`src/rtl/adc_avg_gain_mc.sv`:
```
// Multi-channel ADC averager: sums 2^LOG2_SAMPS samples per lane, scales by a latched gain,
// and writes one saturated fixed-point result per channel to the register bank.
module adc_avg_gain_mc #(
  parameter int NUM_CH     = 4,
  parameter int ADC_WIDTH  = 12,
  parameter int LOG2_SAMPS = 10,
  parameter int GAIN_WIDTH = 16,
  parameter int GAIN_SHIFT = 11,
  parameter int OUT_WIDTH  = 64,
  parameter int FRAC_WIDTH = 48,
  localparam int CH_W      = (NUM_CH > 1) ? $clog2(NUM_CH) : 1
) (
  input  logic                        ADC_CLK,
  input  logic                        RST,
  input  logic [NUM_CH*ADC_WIDTH-1:0] ADC_DATA_IN,
  input  logic [GAIN_WIDTH-1:0]       GAIN_IN,
  input  logic                        START,
  input  logic                        CONT,
  output logic                        BUSY,
  output logic                        REG_RST,
  output logic                        REG_WRITE,
  output logic [CH_W-1:0]             CH_SEL,
  output logic [OUT_WIDTH-1:0]        DATA_OUT,
  output logic                        DONE
);

  localparam int ACC_W = ADC_WIDTH + LOG2_SAMPS;
  localparam int P_W   = ACC_W + GAIN_WIDTH;
  localparam int SH    = FRAC_WIDTH - LOG2_SAMPS - GAIN_SHIFT;
  localparam int R_W   = P_W + SH;
  localparam int EXT_W = (R_W > OUT_WIDTH) ? R_W : OUT_WIDTH + 1;

  typedef enum logic [1:0] {IDLE, CLEAR, ACCUM, OUT} state_t;

  state_t                state;
  logic [ACC_W-1:0]      acc [NUM_CH];
  logic [GAIN_WIDTH-1:0] gain;
  logic [LOG2_SAMPS-1:0] sample_cnt;
  logic [CH_W-1:0]       ch_idx;
  logic                  cont_pend;
  logic [P_W-1:0]        prod;
  logic [EXT_W-1:0]      scaled;
  logic                  sat;

  // One shared multiplier; the extra headroom above OUT_WIDTH detects saturation.
  always_comb begin
    prod   = P_W'(acc[ch_idx]) * P_W'(gain);
    scaled = EXT_W'(prod) << SH;
    sat    = |scaled[EXT_W-1:OUT_WIDTH];
  end

  // CONT is sampled on the last OUT edge; the automatic restart then passes through the
  // DONE cycle like a held START, so the next REG_RST lands right after DONE.
  always_ff @(posedge ADC_CLK or posedge RST) begin
    if (RST) begin
      state      <= IDLE;
      for (int k = 0; k < NUM_CH; k++) acc[k] <= '0;
      gain       <= '0;
      sample_cnt <= '0;
      ch_idx     <= '0;
      cont_pend  <= 1'b0;
      BUSY       <= 1'b0;
      REG_RST    <= 1'b0;
      REG_WRITE  <= 1'b0;
      DONE       <= 1'b0;
      CH_SEL     <= '0;
      DATA_OUT   <= '0;
    end else begin
      REG_RST   <= 1'b0;
      REG_WRITE <= 1'b0;
      DONE      <= 1'b0;
      case (state)
        IDLE: begin
          BUSY      <= START | cont_pend;
          cont_pend <= 1'b0;
          if (START | cont_pend) begin
            gain    <= GAIN_IN;
            REG_RST <= 1'b1;
            state   <= CLEAR;
          end
        end
        CLEAR: begin
          BUSY       <= 1'b1;
          for (int k = 0; k < NUM_CH; k++) acc[k] <= '0;
          sample_cnt <= '0;
          ch_idx     <= '0;
          state      <= ACCUM;
        end
        ACCUM: begin
          BUSY <= 1'b1;
          for (int k = 0; k < NUM_CH; k++)
            acc[k] <= acc[k] + ACC_W'(ADC_DATA_IN[k*ADC_WIDTH +: ADC_WIDTH]);
          sample_cnt <= sample_cnt + LOG2_SAMPS'(1);
          if (&sample_cnt) state <= OUT;
        end
        OUT: begin
          BUSY      <= 1'b1;
          REG_WRITE <= 1'b1;
          CH_SEL    <= ch_idx;
          DATA_OUT  <= sat ? '1 : scaled[OUT_WIDTH-1:0];
          ch_idx    <= ch_idx + CH_W'(1);
          if (ch_idx == CH_W'(NUM_CH - 1)) begin
            DONE      <= 1'b1;
            cont_pend <= CONT;
            state     <= IDLE;
          end
        end
        default: state <= IDLE;
      endcase
    end
  end

endmodule

```
`config.mk`:
```
export PLATFORM = sky130hd
export DESIGN_NAME = adc_avg_gain_mc
export DESIGN_NICKNAME = d
export VERILOG_FILES = /design/src/rtl/adc_avg_gain_mc.sv
export SDC_FILE = /design/constraint.sdc
export NUM_CORES = 1
export LEC_CHECK = 0
export CAP_MARGIN = 20
export CORE_MARGIN = 4
export CORE_UTILIZATION = 56
export CTS_CLUSTER_DIAMETER = 120
export DETAILED_ROUTE_END_ITERATION = 6
export GPL_ROUTABILITY_DRIVEN = 0
export GPL_TIMING_DRIVEN = 0
export PLACE_DENSITY = 0.75
export SLEW_MARGIN = 20
export SYNTH_ARGS = -nofsm -noshare
export SYNTH_HDL_FRONTEND = slang
export SYNTH_SLANG_ARGS = --single-unit
```
`constraint.sdc`:
```
create_clock -name ADC_CLK -period 7.35 [get_ports ADC_CLK]
set_input_delay 1.47 -clock ADC_CLK [delete_from_list [all_inputs] [get_ports ADC_CLK]]
set_output_delay 1.47 -clock ADC_CLK [all_outputs]
set_load 0.01 [all_outputs]
```
==> results of run 1 <==
-- routing by layer --
layer / vias up / part of all wire (%) / wire length (um) / track usage, %
li1: 7709 / - / - / -
met1: 8667 / 40 / 24010 / 38.88
met2: 871 / 47 / 28550 / 49.26
met3: 191 / 8.8 / 5367 / 6.398
met4: 0 / 4.5 / 2737 / 12.08
met5: - / 0 / 0 / 0
-- cells in the mapped netlist, types with 4 or more instances --
master	n
sky130_fd_sc_hd__a2111oi_0	5
sky130_fd_sc_hd__a211oi_1	9
sky130_fd_sc_hd__a21o_1	24
sky130_fd_sc_hd__a21oi_1	75
sky130_fd_sc_hd__a22o_1	33
sky130_fd_sc_hd__a31o_2	4
sky130_fd_sc_hd__a31oi_1	30
sky130_fd_sc_hd__a31oi_4	19
sky130_fd_sc_hd__and2_1	147
sky130_fd_sc_hd__and3_1	17
sky130_fd_sc_hd__buf_1	6
sky130_fd_sc_hd__buf_2	4
sky130_fd_sc_hd__buf_4	26
sky130_fd_sc_hd__clkbuf_1	87
sky130_fd_sc_hd__dfrtp_1	163
sky130_fd_sc_hd__fa_1	282
sky130_fd_sc_hd__ha_1	164
sky130_fd_sc_hd__inv_1	347
sky130_fd_sc_hd__mux2_2	18
sky130_fd_sc_hd__mux4_2	22
sky130_fd_sc_hd__nand2_1	273
sky130_fd_sc_hd__nand2b_1	7
sky130_fd_sc_hd__nand3_1	37
sky130_fd_sc_hd__nand4_1	12
sky130_fd_sc_hd__nor2_1	112
sky130_fd_sc_hd__nor2b_1	4
sky130_fd_sc_hd__nor3_1	18
sky130_fd_sc_hd__nor4_1	6
sky130_fd_sc_hd__o211ai_1	4
sky130_fd_sc_hd__o21a_1	9
sky130_fd_sc_hd__o21ai_0	61
sky130_fd_sc_hd__o21bai_1	13
sky130_fd_sc_hd__o22ai_1	4
sky130_fd_sc_hd__o2bb2ai_1	9
sky130_fd_sc_hd__o31ai_1	7
sky130_fd_sc_hd__or3_1	30
sky130_fd_sc_hd__xnor2_1	52
sky130_fd_sc_hd__xor2_1	36
-- flip-flops by register name (all words and copies together), names as in the netlist --
name / flops
acc: 88
DATA_OUT: 38
gain: 16
sample_cnt: 10
CH_SEL: 2
ch_idx: 2
state: 2
BUSY: 1
DONE: 1
REG_RST: 1
REG_WRITE: 1
cont_pend: 1
-- path summary, 6_finish.rpt --
kind                            from            to  slack, ns
hold / removal             CH_SEL[0]     CH_SEL[0]       0.52
hold reg to reg            CH_SEL[0]     CH_SEL[0]       0.52
setup / recovery           ch_idx[0]  DATA_OUT[30]      -0.10
max in group asynchronous        RST  DATA_OUT[57]       5.01
setup reg to reg           ch_idx[0]  DATA_OUT[30]      -0.10
min in group asynchronous        RST  DATA_OUT[45]       1.46
-- cell type report --
cell class                      count  area [um2]
Inverter                          349        1318
Timing Repair Buffer              233        2318
Tap cell                          468       585.6
Clock inverter                     14       186.4
Fill cell                        2759       11670
Buffer                            120       822.0
Multi-Input combinational cell   1591       15370
Clock buffer                       18       429.2
Sequential cell                   163        4080
-- cell families after synthesis --
logic type | after synthesis
and+or+nand+nor | 677
muxes | 43
DFF | 163
buffers and inverters | 475
adders and majority gates | 446
AOI/OAI and AO/OA | 337
xor gates and xnor gates | 88
-- through the flow --
stage / setup TNS (ns) / instance area (um2) / cells
after global routing: -7.181 / 25110 / 2956
after CTS: 0 / 24630 / 2922
after detailed placement: -65.70 / 22950 / 2835
after floorplan: 0 / 20960 / 2229
final: -1.596 / 25110 / 2956
after global placement: -199.48 / 22910 / 2834
-- repair_timing --
action                                  4_1_cts  5_1_grt
cloned                                        4        0
endpoints found under the setup margin       38       38
pin swaps                                    14       45
resized for setup                           131       78
setup buffers                                57       38
-- worst max-delay path, stage by stage (launching register included) --
cell and delay, ns:
sky130_fd_sc_hd__dfrtp_1 0.40, sky130_fd_sc_hd__clkbuf_16 0.19, sky130_fd_sc_hd__buf_12 0.13, sky130_fd_sc_hd__mux4_2 0.63, sky130_fd_sc_hd__buf_6 0.17, sky130_fd_sc_hd__buf_4 0.16
sky130_fd_sc_hd__and2_1 0.17, sky130_fd_sc_hd__fa_1 0.51, sky130_fd_sc_hd__fa_1 0.44, sky130_fd_sc_hd__fa_1 0.52, sky130_fd_sc_hd__fa_1 0.43, sky130_fd_sc_hd__fa_1 0.52
sky130_fd_sc_hd__inv_2 0.04, sky130_fd_sc_hd__fa_1 0.52, sky130_fd_sc_hd__inv_2 0.05, sky130_fd_sc_hd__ha_4 0.28, sky130_fd_sc_hd__o21a_1 0.15, sky130_fd_sc_hd__o211ai_1 0.15
sky130_fd_sc_hd__or3_4 0.43, sky130_fd_sc_hd__a21oi_4 0.15, sky130_fd_sc_hd__o21ai_4 0.12, sky130_fd_sc_hd__o41ai_4 0.29, sky130_fd_sc_hd__xnor2_2 0.17, sky130_fd_sc_hd__buf_6 0.17
sky130_fd_sc_hd__buf_12 0.12, sky130_fd_sc_hd__buf_12 0.10, sky130_fd_sc_hd__buf_12 0.13, sky130_fd_sc_hd__a31oi_1 0.08
==> metrics.json, run 1 <==
{
  "finalWorstSetupSlack_ns": -0.1021,
  "achievable-frequency_ghz": 0.1342,
  "detail_route.iter0.violations": 1610,
  "synth.area.mux_share_pct": 3.475,
  "grt_start_max_net_pins": 92,
  "start_kind": "flop",
  "routed_wirelength_um": 60660,
  "post_synth_xor_area_fraction_pct": 3.678,
  "share_of_synthesized_cell_area_in_and_or_nand_and_nor_gates_pct": 15.40,
  "critical_path_required_ns": 7.63,
  "min_path_type": "flop to flop",
  "ys_dominant_reg_cell": "sky130_fd_sc_hd__dfrtp_1",
  "drc": 0,
  "pre_cts_ws_ns": -1.816,
  "r2r.worst_path.cells": 27,
  "post_synth.cell_area_avg_um2": 9.402,
  "cts_max_path_buffers": 2,
  "crit_path_end_kind": "flop",
  "dr.pass1.iters": 6,
  "synth.largest_area_cell": "sky130_fd_sc_hd__fa_1",
  "fin_util_pct": 68.27,
  "numClockSinks": 163,
  "synth_fa_ha_area_share_pct": 36.73,
  "crit_type": "flop to flop",
  "post_cts_hold_buffer_count": 0,
  "synth-edff-count": 0,
  "root_buffer": "sky130_fd_sc_hd__clkbuf_16",
  "rsz0062_at_grt": "yes",
  "max-slew-margin-rel_pct": 21.11,
  "cts.reportedPaths.clkPinSlew_ns": 0.08,
  "critPathMaxFanout": 7,
  "timing.final.crit_share_pct": 101.4,
  "vias_in_the_first_global_route": 18170,
  "worst_slew_pin_slew_ns": 1.183,
  "gr-total-overflow": 0,
  "initial_antenna_violation_count": 2,
  "number_of_standard_cell_rows_in_the_floorplan": 70,
  "clock_tree_from_tritoncts": "built",
  "post_synth_arst_share_pct": 100.0,
  "die_h_um": 201.5,
  "whs_path_depth": 1,
  "avgRoutedWirePerCell_um": 20.52,
  "io-pin-count": 138,
  "layout_cell_share_with_drive_strength_beyond_1_pct": 13.42,
  "post_synth_main_area_contributors": "sky130_fd_sc_hd__fa_1 27%, sky130_fd_sc_hd__dfrtp_1 19%, sky130_fd_sc_hd__ha_1 9.8%, sky130_fd_sc_hd__inv_1 6.2%, sky130_fd_sc_hd__nand2_1 4.9%",
  "synth.ff_latch_count": 163,
  "arrival_ns": 7.73,
  "netlist_instances": 2229,
  "clock_skew_ns": 0.02145,
  "mostFrequentLayoutCells": "333 x sky130_fd_sc_hd__inv_1, 269 x sky130_fd_sc_hd__fa_1, 266 x sky130_fd_sc_hd__nand2_1",
  "initial_util_pct": 56.97,
  "grt_usage_pct": 29.92,
  "die-area_um2": 40580,
  "grt_first_pass_wirelength_um": 96430,
  "layout.cells.most_common": "sky130_fd_sc_hd__inv_1",
  "violations": "setup timing",
  "status": "finished, violations left",
  "final_hold_viol_count": 0,
  "synth.top_cell.area_share_pct": 26.94,
  "cap_violations": 0,
  "synth_seq_area_share_pct": 19.46,
  "synth_cell_types": 69,
  "syn_to_final_growth_pct": 19.83,
  "vias": 17440,
  "finalWorstPathRequiredPeriod_ns": 7.452,
  "syn_area_um2": 20960,
  "drtAntennaViolNets": 0,
  "cts.htree.levels": 4,
  "synth_compound_area_share_pct": 12.07,
  "core_area_um2": 36790,
  "antenna_cells_inserted": 0,
  "detail_route.vias_per_cell": 5.899,
  "report.final.setup_viol": 23,
  "num-nets-final": 2989,
  "dominant_combinational_cell_family_by_area_after_synthesis": "adder cells",
  "mappedNetlistNets": 2743,
  "numCtsBuffers": 17,
  "io_buf_count": 137,
  "maxSlewViolCount": 0,
  "worst_hold_slack_ns": 0.5159,
  "clock_insertion_delay_worst_skew_ns": 0.47,
  "dpl.hpwl_um": 46260,
  "die-width_um": 201.5,
  "ys_warn_count": 0
}
Power of run 1 is left out: the tool's default activity adds up to more than one toggle a clock period on the data nets, which glitch-free logic cannot reach.
==> run 2, diff against run 1 <==
--- a/config.mk
+++ b/config.mk
@@ -5,7 +5,6 @@
 export SDC_FILE = /design/constraint.sdc
 export NUM_CORES = 1
 export LEC_CHECK = 0
-export CAP_MARGIN = 20
 export CORE_MARGIN = 4
 export CORE_UTILIZATION = 56
 export CTS_CLUSTER_DIAMETER = 120
==> results of run 2 <==
No change in the layout: final DEF, timing and power equal those of run 1.
Power of run 2 is left out for the same reason.
==> run 3, diff against run 2 <==
--- a/config.mk
+++ b/config.mk
@@ -7,7 +7,6 @@
 export LEC_CHECK = 0
 export CORE_MARGIN = 4
 export CORE_UTILIZATION = 56
-export CTS_CLUSTER_DIAMETER = 120
 export DETAILED_ROUTE_END_ITERATION = 6
 export GPL_ROUTABILITY_DRIVEN = 0
 export GPL_TIMING_DRIVEN = 0
==> results of run 3 <==
No change in the layout: final DEF, timing and power equal those of run 1.
Power of run 3 is left out for the same reason.
